File: src/rtl/ehl_ahb_slave_arbiter_pkg.sv
// Shared AHB encodings and burst helpers for the slave-port arbiters.
package ehl_ahb_slave_arbiter_pkg;

  localparam logic [1:0] HTRANS_IDLE   = 2'b00;
  localparam logic [1:0] HTRANS_BUSY   = 2'b01;
  localparam logic [1:0] HTRANS_NONSEQ = 2'b10;
  localparam logic [1:0] HTRANS_SEQ    = 2'b11;

  localparam logic [2:0] HBURST_SINGLE = 3'd0;
  localparam logic [2:0] HBURST_INCR   = 3'd1;
  localparam logic [2:0] HBURST_WRAP4  = 3'd2;
  localparam logic [2:0] HBURST_INCR4  = 3'd3;
  localparam logic [2:0] HBURST_WRAP8  = 3'd4;
  localparam logic [2:0] HBURST_INCR8  = 3'd5;
  localparam logic [2:0] HBURST_WRAP16 = 3'd6;
  localparam logic [2:0] HBURST_INCR16 = 3'd7;

  // Beats in a burst; 0 marks undefined-length INCR.
  function automatic logic [4:0] burst_len(input logic [2:0] hburst);
    logic [4:0] len;
    case (hburst)
      HBURST_SINGLE:               len = 5'd1;
      HBURST_INCR:                 len = 5'd0;
      HBURST_WRAP4, HBURST_INCR4:  len = 5'd4;
      HBURST_WRAP8, HBURST_INCR8:  len = 5'd8;
      HBURST_WRAP16, HBURST_INCR16: len = 5'd16;
      default:                     len = 5'd1;
    endcase
    return len;
  endfunction

endpackage

File: src/rtl/ehl_rr_pick.sv
// Combinational requester picker: round-robin from ptr_i, or fixed priority from index 0.
module ehl_rr_pick #(
  parameter int N     = 2,
  parameter int IDX_W = 1
) (
  input  logic [N-1:0]     req_i,
  input  logic [IDX_W-1:0] ptr_i,
  input  logic             mode_i,
  output logic [N-1:0]     onehot_o,
  output logic [IDX_W-1:0] idx_o,
  output logic             any_o
);

  int cand;

  always_comb begin
    onehot_o = '0;
    idx_o    = '0;
    any_o    = 1'b0;
    cand     = 0;
    for (int k = 0; k < N; k++) begin
      cand = (mode_i ? 0 : int'(ptr_i)) + k;
      if (cand >= N) cand = cand - N;
      if (!any_o && req_i[cand]) begin
        any_o          = 1'b1;
        onehot_o[cand] = 1'b1;
        idx_o          = IDX_W'(cand);
      end
    end
  end

endmodule

File: src/rtl/ehl_ahb_slave_arbiter.sv
// Per-slave AHB arbiter: address-phase grant with burst lock, plus data-phase owner tracking.
module ehl_ahb_slave_arbiter
  import ehl_ahb_slave_arbiter_pkg::*;
#(
  parameter int MNUM      = 2,
  parameter int PRIO_MODE = 0,
  parameter int INCR_MAX  = 16,
  localparam int MIDX_W   = (MNUM > 1) ? $clog2(MNUM) : 1
) (
  input  logic                hclk,
  input  logic                hresetn,
  input  logic [MNUM-1:0]     m_req,
  input  logic [2*MNUM-1:0]   m_htrans,
  input  logic [3*MNUM-1:0]   m_hburst,
  input  logic                s_hready,
  input  logic                s_hresp,
  output logic [MNUM-1:0]     grant,
  output logic [MIDX_W-1:0]   grant_idx,
  output logic [MNUM-1:0]     downer,
  output logic                dvalid,
  output logic [MNUM-1:0]     m_wait
);

  localparam int CNT_MAX = (INCR_MAX > 16) ? INCR_MAX : 16;
  localparam int CNT_W   = $clog2(CNT_MAX + 1);

  logic [MNUM-1:0]   grant_q, grant_d, downer_q, downer_d;
  logic [MIDX_W-1:0] gidx_q, gidx_d, rr_ptr_q, rr_ptr_d;
  logic [CNT_W-1:0]  beat_cnt_q, beat_cnt_d;
  logic [4:0]        lock_len_q, lock_len_d;
  logic              locked_q, locked_d, dvalid_q, dvalid_d;

  logic [MNUM-1:0]   pick_oh;
  logic [MIDX_W-1:0] pick_idx;
  logic              pick_any;
  logic [1:0]        own_htrans;
  logic [2:0]        own_hburst;
  logic              others, keep;

  ehl_rr_pick #(.N(MNUM), .IDX_W(MIDX_W)) u_pick (
    .req_i    (m_req),
    .ptr_i    (rr_ptr_q),
    .mode_i   (PRIO_MODE != 0),
    .onehot_o (pick_oh),
    .idx_o    (pick_idx),
    .any_o    (pick_any)
  );

  always_comb begin
    own_htrans = m_htrans[2*int'(gidx_q) +: 2];
    own_hburst = m_hburst[3*int'(gidx_q) +: 3];
    others     = |(m_req & ~grant_q);
  end

  always_comb begin
    grant_d    = grant_q;
    gidx_d     = gidx_q;
    rr_ptr_d   = rr_ptr_q;
    beat_cnt_d = beat_cnt_q;
    lock_len_d = lock_len_q;
    keep       = 1'b0;

    dvalid_d = (|grant_q) & own_htrans[1];
    downer_d = dvalid_d ? grant_q : '0;

    // A fresh NONSEQ burst (re)starts the lock even if an INCR lock was running.
    if (|grant_q) begin
      case (own_htrans)
        HTRANS_NONSEQ: begin
          if (own_hburst != HBURST_SINGLE) begin
            keep       = 1'b1;
            lock_len_d = burst_len(own_hburst);
            beat_cnt_d = CNT_W'(1);
          end
        end
        HTRANS_SEQ: begin
          keep = locked_q;
          if (beat_cnt_q != {CNT_W{1'b1}}) beat_cnt_d = beat_cnt_q + 1'b1;
        end
        HTRANS_BUSY: keep = locked_q;
        HTRANS_IDLE: keep = 1'b0;
        default:     keep = 1'b0;
      endcase
      if (keep && own_htrans[1]) begin
        if (lock_len_d != 5'd0)
          keep = beat_cnt_d < CNT_W'(lock_len_d);
        else if (INCR_MAX != 0 && others)
          keep = beat_cnt_d < CNT_W'(INCR_MAX);
      end
    end
    if (s_hresp) keep = 1'b0;

    locked_d = keep;
    if (!keep) begin
      beat_cnt_d = '0;
      lock_len_d = '0;
      grant_d    = pick_oh;
      gidx_d     = pick_any ? pick_idx : '0;
      if (pick_any)
        rr_ptr_d = (pick_idx == MIDX_W'(MNUM - 1)) ? '0 : pick_idx + 1'b1;
    end
  end

  always_ff @(posedge hclk or negedge hresetn) begin
    if (!hresetn) begin
      grant_q    <= '0;
      gidx_q     <= '0;
      rr_ptr_q   <= '0;
      beat_cnt_q <= '0;
      lock_len_q <= '0;
      locked_q   <= 1'b0;
      downer_q   <= '0;
      dvalid_q   <= 1'b0;
    end else if (s_hready) begin
      grant_q    <= grant_d;
      gidx_q     <= gidx_d;
      rr_ptr_q   <= rr_ptr_d;
      beat_cnt_q <= beat_cnt_d;
      lock_len_q <= lock_len_d;
      locked_q   <= locked_d;
      downer_q   <= downer_d;
      dvalid_q   <= dvalid_d;
    end
  end

  assign grant     = grant_q;
  assign grant_idx = gidx_q;
  assign downer    = downer_q;
  assign dvalid    = dvalid_q;
  assign m_wait    = m_req & ~grant_q;

endmodule

File: config.mk
export PLATFORM = sky130hd
export DESIGN_NAME = ehl_ahb_slave_arbiter
export DESIGN_NICKNAME = d
export VERILOG_FILES = /design/src/rtl/ehl_ahb_slave_arbiter_pkg.sv /design/src/rtl/ehl_rr_pick.sv /design/src/rtl/ehl_ahb_slave_arbiter.sv
export SDC_FILE = /design/constraint.sdc
export NUM_CORES = 1
export LEC_CHECK = 0
export ABC_AREA = 1
export ABC_CLOCK_PERIOD_IN_PS = 2200
export BUFFER_PORTS_ARGS = -buffer_cell sky130_fd_sc_hd__buf_2
export CAP_MARGIN = 25
export CORE_MARGIN = 4
export CORE_UTILIZATION = 45
export CTS_CLUSTER_SIZE = 14
export DETAILED_ROUTE_END_ITERATION = 8
export PLACE_DENSITY = 0.72
export SLEW_MARGIN = 20
export SYNTH_ARGS = -nofsm -noshare
export SYNTH_HDL_FRONTEND = slang
export SYNTH_SLANG_ARGS = --single-unit
File: constraint.sdc
create_clock -name hclk -period 2.2 [get_ports hclk]
set_input_delay 0.44 -clock hclk [delete_from_list [all_inputs] [get_ports hclk]]
set_output_delay 0.44 -clock hclk [all_outputs]
set_load 0.02 [all_outputs]
# After elaboration in Yosys (flattened, before gate mapping)

Memories as Yosys holds them, arrays and structs flattened.
Index checks and enable logic that the tools add are counted.

Output and inout bits: 8
Memories kept: 1
Flip-flop bits (word level): 18
Bits in read-only memories: 32
Logic and storage cells: 89

Order comparisons: 8
Multiplexer cells: 40
Shift operators: 2
Add/subtract/negate cells: 5
Bitwise operators: 5
Eq/ne operators: 5
Reductions and logical operators: 14
$mul: 1

Memories:

| name             | depth | bits a word | rd ports | clocked after memory_dff | wr ports | RTL line                        | RTL |
|---|---|---|---|---|---|---|---|
| (name not given) | 8     | 4           | 1        | 0                        | 0        | ehl_ahb_slave_arbiter_pkg.sv:21 | `case (hburst)` |

Operators with widths:

| cell                                                                | count |
|---|---|
| greater-or-equal comparator 32 x 1 -> 1 bit (second input constant) | 2 |
| less-than comparator 32 x 3 -> 1 bit (second input constant)        | 2 |
| 2-to-1 mux 32 bit                                                   | 2 |
| 2-to-1 mux 5 bit                                                    | 10 |
| greater-or-equal comparator 32 x 3 -> 1 bit (second input constant) | 1 |
| subtractor 32 x 3 -> 32 bit (second input constant)                 | 1 |
| 2-to-1 mux 1 bit                                                    | 21 |
| one-hot mux 5 bit (2 select lines)                                  | 1 |
| 2-to-1 mux 2 bit                                                    | 3 |
| OR reduction 2 bit                                                  | 3 |
| variable part select 6 x 4 -> 3 bit                                 | 1 |
| adder 5 x 1 -> 5 bit (second input constant)                        | 1 |
| less-than comparator 5 bit                                          | 1 |
| less-than comparator 5 bit (second input constant)                  | 1 |
| inequality test 5 bit (second input constant)                       | 1 |
| nonzero test 5 bit                                                  | 1 |
| == test 2 bit (second input constant)                               | 2 |
| logical AND 1 bit                                                   | 4 |
| AND reduction 2 bit                                                 | 2 |
| variable part select 4 x 3 -> 2 bit                                 | 1 |
| multiplier 2 x 1 -> 3 bit (first input constant)                    | 1 |
| one-hot mux 1 bit (3 select lines)                                  | 1 |
| AND reduction 3 bit                                                 | 1 |
| nonzero test 3 bit                                                  | 1 |
| other kinds (14)                                                    | 15 |

# Logic depth before layout (Yosys ltp)

Gate-level depths: netlist of run 1.

Depth after elaboration: 14
Gate-level depth with buffers: 19

# Modules after synthesis

Synthesis of run 1 repeated with hierarchy kept, for this count alone.

Cell total of the unflattened synthesis: 205
Area total of the unflattened synthesis: 1375.1 sq um

Modules (own cells, without submodules):

| module                | times used | cells each | area an instance (sq um) |
|---|---|---|---|
| ehl_ahb_slave_arbiter | 1          | 197        | 1338.8 |
| ehl_rr_pick           | 1          | 8          | 36.3 |

# Worst setup path after synthesis of run 1

Ideal clock, no wire load.

Path kind: reg-to-reg
Start point: reg gidx_q, in the netlist grant_idx
End point: reg beat_cnt_q[3]
Arrival: 2.367 ns
Slack: -0.232 ns
Required time: 2.134 ns
Stages on the path, launching flop included: 17
Path through: dfrtp_1 -> buf_6 -> o21ai_0 -> nand3_1 -> o21ai_0 -> inv_1 -> o21ai_0 -> ha_1 -> nand2_1 -> nor2_1 -> a211oi_1 -> nand3_1 -> nand2_2 -> nand2_4 -> nor2_8 -> nand2_1 -> nand2_1

Cells in the longest elaborated chain, start to end: 14
Elaborated cells between the ends (all ways): 32
Classes of those cells: 1 x mul; 2 x order compare; 4 x eq/ne; 2 x shift; 16 x mux; 6 x reduce/logical; 1 x memory

Ends and longest elaborated chain:

| what                                                                | RTL line                     | RTL |
|---|---|---|
| start, declared                                                     | ehl_ahb_slave_arbiter.sv:28  | `logic [MIDX_W-1:0] gidx_q, gidx_d, rr_ptr_q, rr_ptr_d;` |
| start signal, assigned                                              | ehl_ahb_slave_arbiter.sv:116 | `gidx_q <= gidx_d;` |
| branches (longest 14 deep; another with less-than comparator 5 bit) | n/a                          |  |
| end signal, assigned                                                | ehl_ahb_slave_arbiter.sv:118 | `beat_cnt_q <= beat_cnt_d;` |
| end, declared                                                       | ehl_ahb_slave_arbiter.sv:29  | `logic [CNT_W-1:0] beat_cnt_q, beat_cnt_d;` |

Several ways; the timed one is not identified. The select of a mux whose other input is x is not followed.
A chain may end at the register's enable or synchronous reset.

# Worst setup path in the final report of run 1

Start point: reg gidx_q, in the netlist grant_idx
End point: reg lock_len_q[3]

Cells in the longest elaborated chain, start to end: 14
Elaborated cells between the ends (all ways): 32
Classes of those cells: 1 x mul; 2 x order compare; 4 x eq/ne; 2 x shift; 16 x mux; 6 x reduce/logical; 1 x memory

Ends and longest elaborated chain:

| what                                                                | RTL line                     | RTL |
|---|---|---|
| branches (longest 14 deep; another with less-than comparator 5 bit) | n/a                          |  |
| end signal, assigned                                                | ehl_ahb_slave_arbiter.sv:119 | `lock_len_q <= lock_len_d;` |
| end, declared                                                       | ehl_ahb_slave_arbiter.sv:30  | `logic [4:0] lock_len_q, lock_len_d;` |

Several ways; the timed one is not identified. The select of a mux whose other input is x is not followed.

==> qor.yml, run 1 <==
floorplanning:
  initial_core_util_pct: 46.82
  die_x_um: 61.57
  fp-row-count: 19
  die_h_um: 61.57
  core_area_mm2: 0.002758
  dieArea_mm2: 0.003790
  pin_count: 24
cells_and_area:
  multiInputGateArea_um2: 907.1
  seqCellArea_um2: 451.7
  drive_gt1_share_pct: 43.82
  finalNetCount: 273
  design_area_mm2: 0.001919
  diodes: 0
  syn_to_final_growth_pct: 48.64
  nFillCells: 235
worst_setup_path:
  arrival_ns: 2.88
  cp.required_ns: 2.45
  start_kind: "flip-flop"
  reg2reg_depth: 19
  endpoint_kind: "flip-flop"
  crit_type: "flip-flop to flip-flop"
  crit_path_end: "lock_len_q[3]"
  worstReg2RegEnd: "lock_len_q[3]"
  cp_max_fo: 8
  r2r-start: "grant_idx"
  startpoint: "grant_idx"
  r2r_slack_ns: -0.43
clocking:
  clk_latency_ns: 0.31
  htreeDepth: 1
  tritoncts: "yes"
  clk_pin_slew_worst_paths_ns: 0.12
  clk_path_buf_depth: 2
  cts.sinks: 18
  ctsHoldBuffers: 0
  cts_buffers: 3
  cts_root_buffer: "clkbuf_4"
power_and_ir_drop:
  power_mw: 1.154
  p_per_area_mw_per_mm2: 601.2
  ir_worst_vdd_mv: 0.5047
  cellLeakagePower_nw: 1.066
logic_synthesis:
  ys_types: 25
  yosysWarnings: 0
  synth_cells: 196
  syn_area_per_cell_um2: 6.588
  ys_ff_latch: 18
  synth_fp_nets: 217
  synthAdderAreaFrac_pct: 4.845
  synthMuxAreaShare_pct: 0
  synthXorXnorAreaFrac_pct: 0
  synth_compound_area_share_pct: 11.05
  synth_seq_area_share_pct: 34.88
  netlist_area_mm2: 0.001291
  synth-simple-area-share_pct: 39.15
  synth_top_family_by_area: "simple AND/OR/NAND/NOR gates"
drt:
  vias_per_cell: 5.270
  drtIter0Drc: 55
  drtPass1Iterations: 4
  vias: 1486
  antenna_left: 0
  wirelength_um: 3972
  drc: 0
  wl_per_cell_um: 14.09
timing:
  clock-skew-final_ns: 0.005061
  worst_pin_slew_ns: 0.5118
  relSlewSlack_pct: 65.84
  finalSetupViolations: 15
  min_period_over_period_pct: 119.4
  worst_slack_ns: -0.4265
  rsz0062_at_grt: "yes"
  hold_viol_final: 0
  fmax_mhz: 380.7
  period_minus_slack_ns: 2.627
  drv_slew: 0
grt:
  grt_use_total_pct: 21.69
  grt_start_max_net_pins: 19
  grt_antenna_before_repair: 0
  grt_pass1_wl_um: 6037
  grt-ovfl-total: 0
  grt_pass1_vias: 1409
outcome:
  failed_checks: "setup timing"
  status: "finished, violations left"
flow_run:
  maxCapViolations: 0
placement:
  placedInstanceArea_mm2: 0.001580
  port_buffers: 23
  dpl.hpwl_um: 2451
  gp_congestion: 0.9590
worst_hold_path:
  hp-class: "input pin to asynchronous set/reset pin"
-- what timing repair did --
| action | in CTS | in global routing |
|---|---|---|
| pin swaps | 12 | 6 |
| resized for setup | 36 | 24 |
| buffers inserted | 9 | 2 |
| endpoints found under the setup margin | 15 | 15 |
-- area by class of cell --
class / instances / share of cell area (%)
multi-input cells: 147 / 47.26
flip-flops and latches: 18 / 23.53
repair buffers: 54 / 19.17
inverters: 28 / 6.128
well taps: 31 / 2.021
clock buffers: 4 / 1.890
-- layer usage --
metal	up-vias	GRT usage, %	wire length, um
met3	18	4.403	169
met1	697	25.96	1604
met4	0	10.61	146
met2	47	36.77	2053
li1	724	-	-
met5	-	0	0
-- stage by stage --
step	setup WS, ns	setup TNS, ns	hold slack (ns)	util (%)	cells
after CTS	-0.2761	-3.831	0.06668	65.47	280
after global routing	-0.5692	-8.063	0.03830	69.60	282
after global placement	-0.3053	-3.917	0.3959	57.30	267
after floorplan	-0.1489	-1.857	0.1444	-	196
after detailed placement	-0.3813	-4.958	0.4063	57.30	267
final	-0.4265	-5.662	0.03688	69.60	282
-- cells in the mapped netlist --
cell	n	share of area [%]
a211oi_1	1	0.58
a21oi_1	4	1.6
a22o_1	2	1.4
a31oi_1	1	0.48
buf_2	1	0.39
buf_6	1	0.87
clkbuf_1	1	0.29
clkinv_1	1	0.29
dfrtp_1	18	35
ha_1	5	4.8
inv_1	25	7.3
inv_2	1	0.29
inv_6	1	0.68
nand2_1	81	24
nand2_2	6	2.9
nand2_4	1	0.87
nand3_1	13	5.0
nor2_1	13	3.8
nor2_2	3	1.5
nor2_8	1	1.6
o21a_1	2	1.2
o21ai_0	10	3.9
o21ai_1	1	0.39
o21ai_2	1	0.68
o22ai_1	2	0.97
-- worst max-delay path: stages (launching register included) --
cell and delay [ns]:
dfrtp_2 0.45, buf_12 0.14, clkinv_8 0.06, nand2_1 0.06, nand2_2 0.10, nand2_2 0.11, nor2_2 0.14, nand2_1 0.06
nand2_1 0.09, inv_1 0.08, ha_4 0.25, a21oi_4 0.14, nor2_4 0.05, a211oi_2 0.17, nand3_1 0.13, nand2_2 0.11
nand2_4 0.10, nor2_8 0.16, nand2_1 0.08, nand2_1 0.07
-- how the worst min path moves through the flow --
| stage | from | to | slack [ns] | cells past startpoint |
|---|---|---|---|---|
| floorplan | hresetn | beat_cnt_q[0] | 0.14 | 0 |
| global placement | hresetn | lock_len_q[2] | 0.40 | 1 |
| detailed placement | hresetn | beat_cnt_q[3] | 0.41 | 1 |
| CTS | hresetn | beat_cnt_q[3] | 0.07 | 1 |
| global route | hresetn | beat_cnt_q[3] | 0.04 | 1 |
| finish | hresetn | beat_cnt_q[3] | 0.04 | 1 |
-- kinds of logic (layout without fill, tap and decap cells) --
group                    count (synthesis)  in the layout
AO/OA/AOI/OAI                           24             24
adder cells (fa/ha/maj)                  5              5
buffers and inverters                   31             86
flip-flops                              18             18
AND/OR/NAND/NOR                        118            118
-- state kept, by name (all words and copies together) (netlist names) --
name,flops
grant,2
downer,2
beat_cnt_q,5
lock_len_q,5
locked_q,1
grant_idx,1
dvalid,1
rr_ptr_q,1
-- cell usage in the layout (no fill, tap or decap), drive strengths merged --
cell type and instances:
a21oi 4, nor2 17, nand2 88, o22ai 2
ha 5, a211oi 1, dfrtp 18, nand3 13
buf 54, o21ai 12, a31oi 1, clkinv 2
o21a 2, clkbuf 4, inv 26, a22o 2
-- power by group --
part / switching, mW / total [mW] / internal [mW]
clock: 0.124 / 0.225 / 0.101
sequential: 0.0251 / 0.385 / 0.360
combinational: 0.321 / 0.544 / 0.222
total: 0.470 / 1.15 / 0.684
(Power assumes the default switching activity.)
==> inputs of run 2 (changes only) <==
--- a/config.mk
+++ b/config.mk
@@ -5,7 +5,6 @@
 export SDC_FILE = /design/constraint.sdc
 export NUM_CORES = 1
 export LEC_CHECK = 0
-export ABC_AREA = 1
 export ABC_CLOCK_PERIOD_IN_PS = 2200
 export BUFFER_PORTS_ARGS = -buffer_cell sky130_fd_sc_hd__buf_2
 export CAP_MARGIN = 25
==> qor.yml, run 2 <==
worst_setup_path:
  crit_family: "compound AO/OA/AOI/OAI gates"  # was simple AND/OR/NAND/NOR gates
  cpPeakStageDelay_ns: 0.47  # was 0.45 ns
  worstReg2RegEnd: "beat_cnt_q[0]"  # was lock_len_q[3]
  crit_type: "flip-flop to flip-flop"  # unchanged
  endpoint_kind: "flip-flop"  # unchanged
  cp_max_fo: 7  # was 8
  path_cells: "or3b_4 -> a221o_1 -> a22oi_2 -> ha_4 -> and4_4 -> a31oi_4 -> nand4_1 -> o211ai_1 -> mux2i_2 -> buf_4 -> a311o_1 -> a21oi_2"  # was buf_12 -> clkinv_8 -> nand2_1 -> nand2_2 -> nand2_2 -> nor2_2 -> nand2_1 -> nand2_1 -> inv_1 -> ha_4 -> a21oi_4 -> nor2_4 -> a211oi_2 -> nand3_1 -> nand2_2 -> nand2_4 -> nor2_8 -> nand2_1 -> nand2_1
  reg2reg_depth: 12  # was 19
  cp.required_ns: 2.42  # was 2.45 ns
  r2r_slack_ns: -1.01  # was -0.43 ns
  arrival_ns: 3.44  # was 2.88 ns
  start_kind: "flip-flop"  # unchanged
  cpMaxStageDelayCell: "dfrtp_2"  # unchanged
  r2r-start: "grant_idx"  # unchanged
  cp.buffers_inverters: 1  # was 3
logic_synthesis:
  synth_fp_nets: 173  # was 217
  synth_flop_cell: "dfrtp_1"  # unchanged
  synth_edf_count: 0  # unchanged
  asyncSetResetFlopFracSynth_pct: 100.0  # unchanged
  ys_ff_latch: 18  # unchanged
  netlist_area_mm2: 0.001339  # was 0.001291 mm2
  yosysWarnings: 0  # unchanged
  synthMuxAreaShare_pct: 6.916  # was 0%
  synthAdderAreaFrac_pct: 4.673  # was 4.845%
  synth_common_cells: "dfrtp_1, nand2_1, inv_1"  # was nand2_1, inv_1, dfrtp_1
  synth_seq_area_share_pct: 33.64  # was 34.88%
  synthXorXnorAreaFrac_pct: 0  # unchanged
  synth_compound_area_share_pct: 28.32  # was 11.05%
  synth.area.top_cells: "dfrtp_1, nand2_1, ha_1"  # was dfrtp_1, nand2_1, inv_1
  synth_cells: 152  # was 196
  synth-simple-area-share_pct: 19.63  # was 39.15%
  ys_types: 51  # was 25
  synthDominantCellAreaShare_pct: 33.64  # was 34.88%
  syn_area_per_cell_um2: 8.808  # was 6.588 um2
  yosysTopAreaCell: "dfrtp_1"  # unchanged
  synth_top_family_by_area: "compound AO/OA/AOI/OAI gates"  # was simple AND/OR/NAND/NOR gates
outcome:
  status: "finished, violations left"  # unchanged
  failed_checks: "setup timing"  # unchanged
grt:
  grt-ovfl-total: 0  # unchanged
  grt_use_total_pct: 22.81  # was 21.69%
  grt_pass1_wl_um: 7238  # was 6037 um
  grt_pass1_vias: 1557  # was 1,409
  grt_antenna_before_repair: 0  # unchanged
  grt_start_max_net_pins: 19  # unchanged
clocking:
  clk_latency_ns: 0.30  # was 0.31 ns
  cts_buffers: 3  # unchanged
  htreeDepth: 1  # unchanged
  clk_pin_slew_worst_paths_ns: 0.11  # was 0.12 ns
  cts_root_buffer: "clkbuf_4"  # unchanged
  tritoncts: "yes"  # unchanged
  cts.sinks: 18  # unchanged
  clk_path_buf_depth: 2  # unchanged
drt:
  drtPass1Iterations: 7  # was 4
  drtIter0Drc: 137  # was 55
  vias: 1577  # was 1,486
  vias_per_cell: 6.019  # was 5.270
  drc: 0  # unchanged
  wirelength_um: 4734  # was 3972 um
  wl_per_cell_um: 18.07  # was 14.09 um
  antenna_left: 0  # unchanged
power_and_ir_drop:
  cellLeakagePower_nw: 1.013  # was 1.066 nW
  ir_worst_vdd_mv: 0.4820  # was 0.5047 mV
  pwr-share-comb_pct: 49.0  # was 47.1%
  p_int_mw: 0.7338  # was 0.6836 mW
  p_per_area_mw_per_mm2: 556.2  # was 601.2 mW/mm2
  seqPwrFrac_pct: 33.7  # was 33.4%
  swShare_pct: 37.50  # was 40.75%
  switching_power_mw: 0.4403  # was 0.4702 mW
  p_clk_share_pct: 17.3  # was 19.5%
timing:
  worst_pin_slew_ns: 0.4504  # was 0.5118 ns
  clock-skew-final_ns: 0.01327  # was 0.005061 ns
  period_minus_slack_ns: 3.213  # was 2.627 ns
  worst_slack_ns: -1.013  # was -0.4265 ns
  finalSetupViolations: 15  # unchanged
  fmax_mhz: 311.2  # was 380.7 MHz
  relSlewSlack_pct: 69.97  # was 65.84%
  drv_slew: 0  # unchanged
  hold_viol_final: 0  # unchanged
  min_period_over_period_pct: 146.1  # was 119.4%
  final.setup.tns_ns: -13.40  # was -5.662 ns
  rsz0062_at_grt: "yes"  # unchanged
cells_and_area:
  syn_to_final_growth_pct: 57.66  # was 48.64%
  layout.cells.non_filler: 262  # was 282
  nFillCells: 189  # was 235
  diodes: 0  # unchanged
  final_cell_mix: "buf_4, buf_2, dfrtp_1, inv_1, nand2_1"  # was nand2_1, buf_4, inv_1, buf_2, nand2_2
  reg_top3: "beat_cnt_q: 5 flops, lock_len_q: 5 flops"  # unchanged
  final_common_cell: "buf_4"  # was nand2_1
  finalNetCount: 253  # was 273
  drive_gt1_share_pct: 51.52  # was 43.82%
floorplanning:
  die_h_um: 62.55  # was 61.57 um
  pin_count: 24  # unchanged
  die_x_um: 62.55  # was 61.57 um
  fp-row-count: 19  # unchanged
  initial_core_util_pct: 47.73  # was 46.82%
  dieArea_mm2: 0.003912  # was 0.003790 mm2
  core_area_mm2: 0.002805  # was 0.002758 mm2
worst_hold_path:
  hp-class: "input pin to asynchronous set/reset pin"  # unchanged
placement:
  gp_congestion: 1.060  # was 0.9590
  dp_cells: 251  # was 267
  dpl.hpwl_um: 3305  # was 2451 um
  port_buffers: 23  # unchanged
flow_run:
  maxCapViolations: 0  # unchanged
[run 2: cell count changes after synthesis, moves of 6 or more]
cell,change
nand2_1,-63
nand3_1,-10
inv_1,-9
nand2_2,-6
nor2_1,-6
o21ai_0,-6
[run 2: metal layers]
layer	part of all wire [%]	up-vias	global-route usage, %
met5	0	-	0
met4	3.6	0	9.917
met3	8.7	25	4.676
met2	48	102	37.42
met1	39	721	28.89
li1	-	729	-
[run 2: layout make-up]
type                       instances  area (um2)  share of cell area (%)
multi-input combinational        114       965.9                   45.76
timing repair buffer              79       558.0                   26.44
sequential                        18       451.7                   21.40
inverter                          16       60.06                   2.845
tap                               31       38.79                   1.838
clock buffer                       4       36.28                   1.719
[run 2: cells by family (layout without fill, tap and decap cells)]
family | after synthesis | after routing
AO/OA/AOI/OAI | 51 | 51
adder cells (fa/ha/maj) | 5 | 5
buffers and inverters | 20 | 99
flip-flops | 18 | 18
multiplexers | 8 | 8
AND/OR/NAND/NOR | 50 | 50
[run 2: worst max path at each step]
stage                     depth (start not counted)         from       endpoint
final                                            12    grant_idx  beat_cnt_q[0]
after global routing                             12    grant_idx       grant[1]
after CTS                                        12    grant_idx  lock_len_q[1]
after detailed placement                         13  m_htrans[0]  lock_len_q[1]
after global placement                           13  m_htrans[0]      grant_idx
after floorplan                                  12    grant_idx       grant[0]
[run 2: power groups by stage]
stage	logic, mW	clock network (mW)	registers [mW]
2_1_floorplan	0.239	0	0.419
3_3_place_gp	0.449	0	0.396
3_5_place_dp	0.460	0	0.397
4_1_cts	0.498	0.209	0.391
5_1_grt	0.610	0.226	0.399
6_report	0.575	0.203	0.396
[run 2: repair_timing]
item / in CTS / in global routing
gates resized for setup: 10 / 21
setup buffers: 4 / 4
endpoints found under the hold margin: 0 / 0
pin swaps: 7 / 8
setup endpoints to repair: 15 / 15
hold buffers: 0 / 0
[run 2: through the flow]
| step | hold WS (ns) | setup WS [ns] | instance area (um2) | power, mW | utilization [%] |
|---|---|---|---|---|---|
| after floorplan | 0.1444 | -0.9273 | 1371 | 0.6573 | - |
| after global placement | 0.3792 | -0.9229 | 1862 | 0.8442 | 66.37 |
| after detailed placement | 0.3943 | -1.099 | 1862 | 0.8576 | 66.37 |
| after CTS | 0.06426 | -1.014 | 1978 | 1.098 | 70.52 |
| after global routing | 0.07795 | -1.097 | 2111 | 1.235 | 75.25 |
| final | 0.04924 | -1.013 | 2111 | 1.174 | 75.25 |
==> inputs of run 3 (changes only) <==
--- a/config.mk
+++ b/config.mk
@@ -6,13 +6,13 @@
 export NUM_CORES = 1
 export LEC_CHECK = 0
 export ABC_CLOCK_PERIOD_IN_PS = 2200
-export BUFFER_PORTS_ARGS = -buffer_cell sky130_fd_sc_hd__buf_2
 export CAP_MARGIN = 25
 export CORE_MARGIN = 4
-export CORE_UTILIZATION = 45
+export CORE_UTILIZATION = 41
 export CTS_CLUSTER_SIZE = 14
 export DETAILED_ROUTE_END_ITERATION = 8
-export PLACE_DENSITY = 0.72
+export DONT_BUFFER_PORTS = 1
+export PLACE_DENSITY = 0.6
 export SLEW_MARGIN = 20
 export SYNTH_ARGS = -nofsm -noshare
 export SYNTH_HDL_FRONTEND = slang
==> constraint.sdc (replaced) <==
create_clock -name hclk -period 2.2 [get_ports hclk]
set_input_delay 0.44 -clock hclk [delete_from_list [all_inputs] [get_ports hclk]]
set_output_delay 0.44 -clock hclk [all_outputs]
set_load 0.01 [all_outputs]
==> qor.yml, run 3 (synthesis results as in run 2) <==
power_and_ir_drop:
  seqPwrFrac_pct: 35.9  # was 33.7%
  ir_worst_vdd_mv: 0.3613  # was 0.4820 mV
  p_int_mw: 0.7282  # was 0.7338 mW
  cellLeakagePower_nw: 0.9233  # was 1.013 nW
  p_clk_share_pct: 18.9  # was 17.3%
  power_mw: 1.127  # was 1.174 mW
  p_per_area_mw_per_mm2: 553.2  # was 556.2 mW/mm2
  switching_power_mw: 0.3985  # was 0.4403 mW
  pwr-share-comb_pct: 45.2  # was 49.0%
  swShare_pct: 35.37  # was 37.50%
worst_setup_path:
  cp_max_fo: 7  # unchanged
  startpoint: "grant_idx"  # unchanged
  crit_type: "flip-flop to flip-flop"  # unchanged
  arrival_ns: 3.39  # was 3.44 ns
  start_kind: "flip-flop"  # unchanged
  endpoint_kind: "flip-flop"  # unchanged
  cpMaxStageDelayCell: "dfrtp_2"  # unchanged
  r2r-start: "grant_idx"  # unchanged
  path_cells: "or3b_1 -> a221o_1 -> a22oi_2 -> ha_4 -> and4_1 -> a31oi_1 -> nand4_1 -> o211ai_1 -> mux2i_2 -> o21ai_2 -> mux2_4"  # was or3b_4 -> a221o_1 -> a22oi_2 -> ha_4 -> and4_4 -> a31oi_4 -> nand4_1 -> o211ai_1 -> mux2i_2 -> buf_4 -> a311o_1 -> a21oi_2
  cpPeakStageDelay_ns: 0.47  # about the same
  cp.required_ns: 2.41  # was 2.42 ns
cells_and_area:
  layout.cells.non_filler: 253  # was 262
  finalNetCount: 231  # was 253
  drive_gt1_share_pct: 43.54  # was 51.52%
  final_common_cell: "buf_4"  # unchanged
  final_util_pct: 66.18  # was 75.25%
  design_area_mm2: 0.002037  # was 0.002111 mm2
  diodes: 0  # unchanged
  syn_to_final_growth_pct: 52.15  # was 57.66%
  reg_top3: "beat_cnt_q: 5 flops, lock_len_q: 5 flops"  # unchanged
  final_cell_mix: "buf_4, nand2_1, dfrtp_1, inv_1, nor2_1"  # was buf_4, buf_2, dfrtp_1, inv_1, nand2_1
grt:
  grt_pass1_vias: 1403  # was 1,557
  grt_use_total_pct: 21.03  # was 22.81%
  grt_start_max_net_pins: 19  # unchanged
  grt-ovfl-total: 0  # unchanged
  grt_antenna_before_repair: 0  # unchanged
  grt_pass1_wl_um: 6851  # was 7238 um
drt:
  wl_per_cell_um: 17.22  # was 18.07 um
  drtIter0Drc: 98  # was 137
  drtPass1Iterations: 4  # was 7
  wirelength_um: 4357  # was 4734 um
  antenna_left: 0  # unchanged
  drc: 0  # unchanged
  vias: 1469  # was 1,577
  vias_per_cell: 5.806  # was 6.019
timing:
  clock-skew-final_ns: 0.01018  # was 0.01327 ns
  relSlewSlack_pct: 44.46  # was 69.97%
  worst_pin_slew_ns: 0.8303  # was 0.4504 ns
  finalSetupViolations: 15  # unchanged
  period_minus_slack_ns: 3.185  # was 3.213 ns
  worst_slack_ns: -0.9854  # was -1.013 ns
  rsz0062_at_grt: "yes"  # unchanged
  drv_slew: 0  # unchanged
  fmax_mhz: 313.9  # was 311.2 MHz
  hold_viol_final: 0  # unchanged
  min_period_over_period_pct: 144.8  # was 146.1%
placement:
  placedInstanceArea_mm2: 0.001752  # was 0.001862 mm2
  dpl.hpwl_um: 3163  # was 3305 um
  port_buffers: 0  # was 23
  gp_congestion: 0.8534  # was 1.060
  dp_worst_setup_slack_ns: -1.040  # was -1.099 ns
  dp_cells: 238  # was 251
worst_hold_path:
  hp-class: "input pin to flip-flop"  # was input pin to asynchronous set/reset pin
  hp-start: "s_hready"
clocking:
  cts_buffers: 3  # unchanged
  clk_path_buf_depth: 2  # unchanged
  clk_latency_ns: 0.31  # was 0.30 ns
  cts_root_buffer: "clkbuf_4"  # unchanged
  htreeDepth: 1  # unchanged
  clk_pin_slew_worst_paths_ns: 0.11  # about the same
  tritoncts: "yes"  # unchanged
  cts.sinks: 18  # unchanged
flow_run:
  maxCapViolations: 0  # unchanged
floorplanning:
  dieArea_mm2: 0.004244  # was 0.003912 mm2
  fp-row-count: 20  # was 19
  die_x_um: 65.15  # was 62.55 um
  initial_core_util_pct: 43.50  # was 47.73%
  core_area_mm2: 0.003078  # was 0.002805 mm2
  die_h_um: 65.15  # was 62.55 um
  pin_count: 24  # unchanged
outcome:
  failed_checks: "setup timing"  # unchanged
  status: "finished, violations left"  # unchanged
-- run 3: stage by stage --
step,hold WS [ns],setup TNS [ns]
final,0.2061,-13.46
after global routing,0.1747,-15.36
after CTS,0.2056,-12.87
after detailed placement,0.1448,-14.41
after global placement,0.1448,-13.78
after floorplan,0.1444,-9.872
-- run 3: power groups by stage --
stage | Combinational, mW | Clock, mW | Sequential, mW
after floorplan | 0.235 | 0 | 0.402
after global placement | 0.371 | 0 | 0.414
after detailed placement | 0.377 | 0 | 0.418
after CTS | 0.441 | 0.218 | 0.403
after global routing | 0.541 | 0.238 | 0.408
final | 0.510 | 0.213 | 0.404
-- run 3: repair_timing --
| action | in CTS | in global routing |
|---|---|---|
| gates resized for setup | 8 | 18 |
| pin swaps | 6 | 8 |
| endpoints found under the hold margin | 18 | 0 |
| setup endpoints to repair | 15 | 15 |
| hold buffers | 1 | 0 |
| setup buffers | 6 | 4 |
-- run 3: worst paths after layout --
check	to	cells after the start	slack, ns
worst min register to register	lock_len_q[0]	1	0.54
max in group asynchronous	grant_idx	1	0.98
worst max-delay path	grant[0]	11	-0.99
min in group asynchronous	lock_len_q[3]	1	0.66
worst min-delay path	beat_cnt_q[0]	1	0.21
worst max register to register	grant[0]	11	-0.99
-- run 3: layer usage --
metal  up-vias  track usage [%]  part of all wire [%]
met5         -                0                     0
met1       703            28.37                    43
met4         0            7.772                   1.3
li1        690                -                     -
met3         7            3.761                   6.9
met2        69            33.72                    49
-- run 3: critical path: cells and delay by family, from the launching register on --
kind / cells / cell delay, ns
DFF: 1 / 0.47
and+or+nand+nor: 3 / 0.66
muxes: 2 / 0.47
adders and majority gates: 1 / 0.25
AOI/OAI and AO/OA: 5 / 1.22
-- run 3: cell type report --
cell class              count  area (um2)
repair buffers             57       461.7
fillers                   243        1041
inverters                  16       60.06
multi-input cells         114       972.2
flip-flops and latches     18       451.7
clock buffers               4       36.28
well taps                  44       55.05
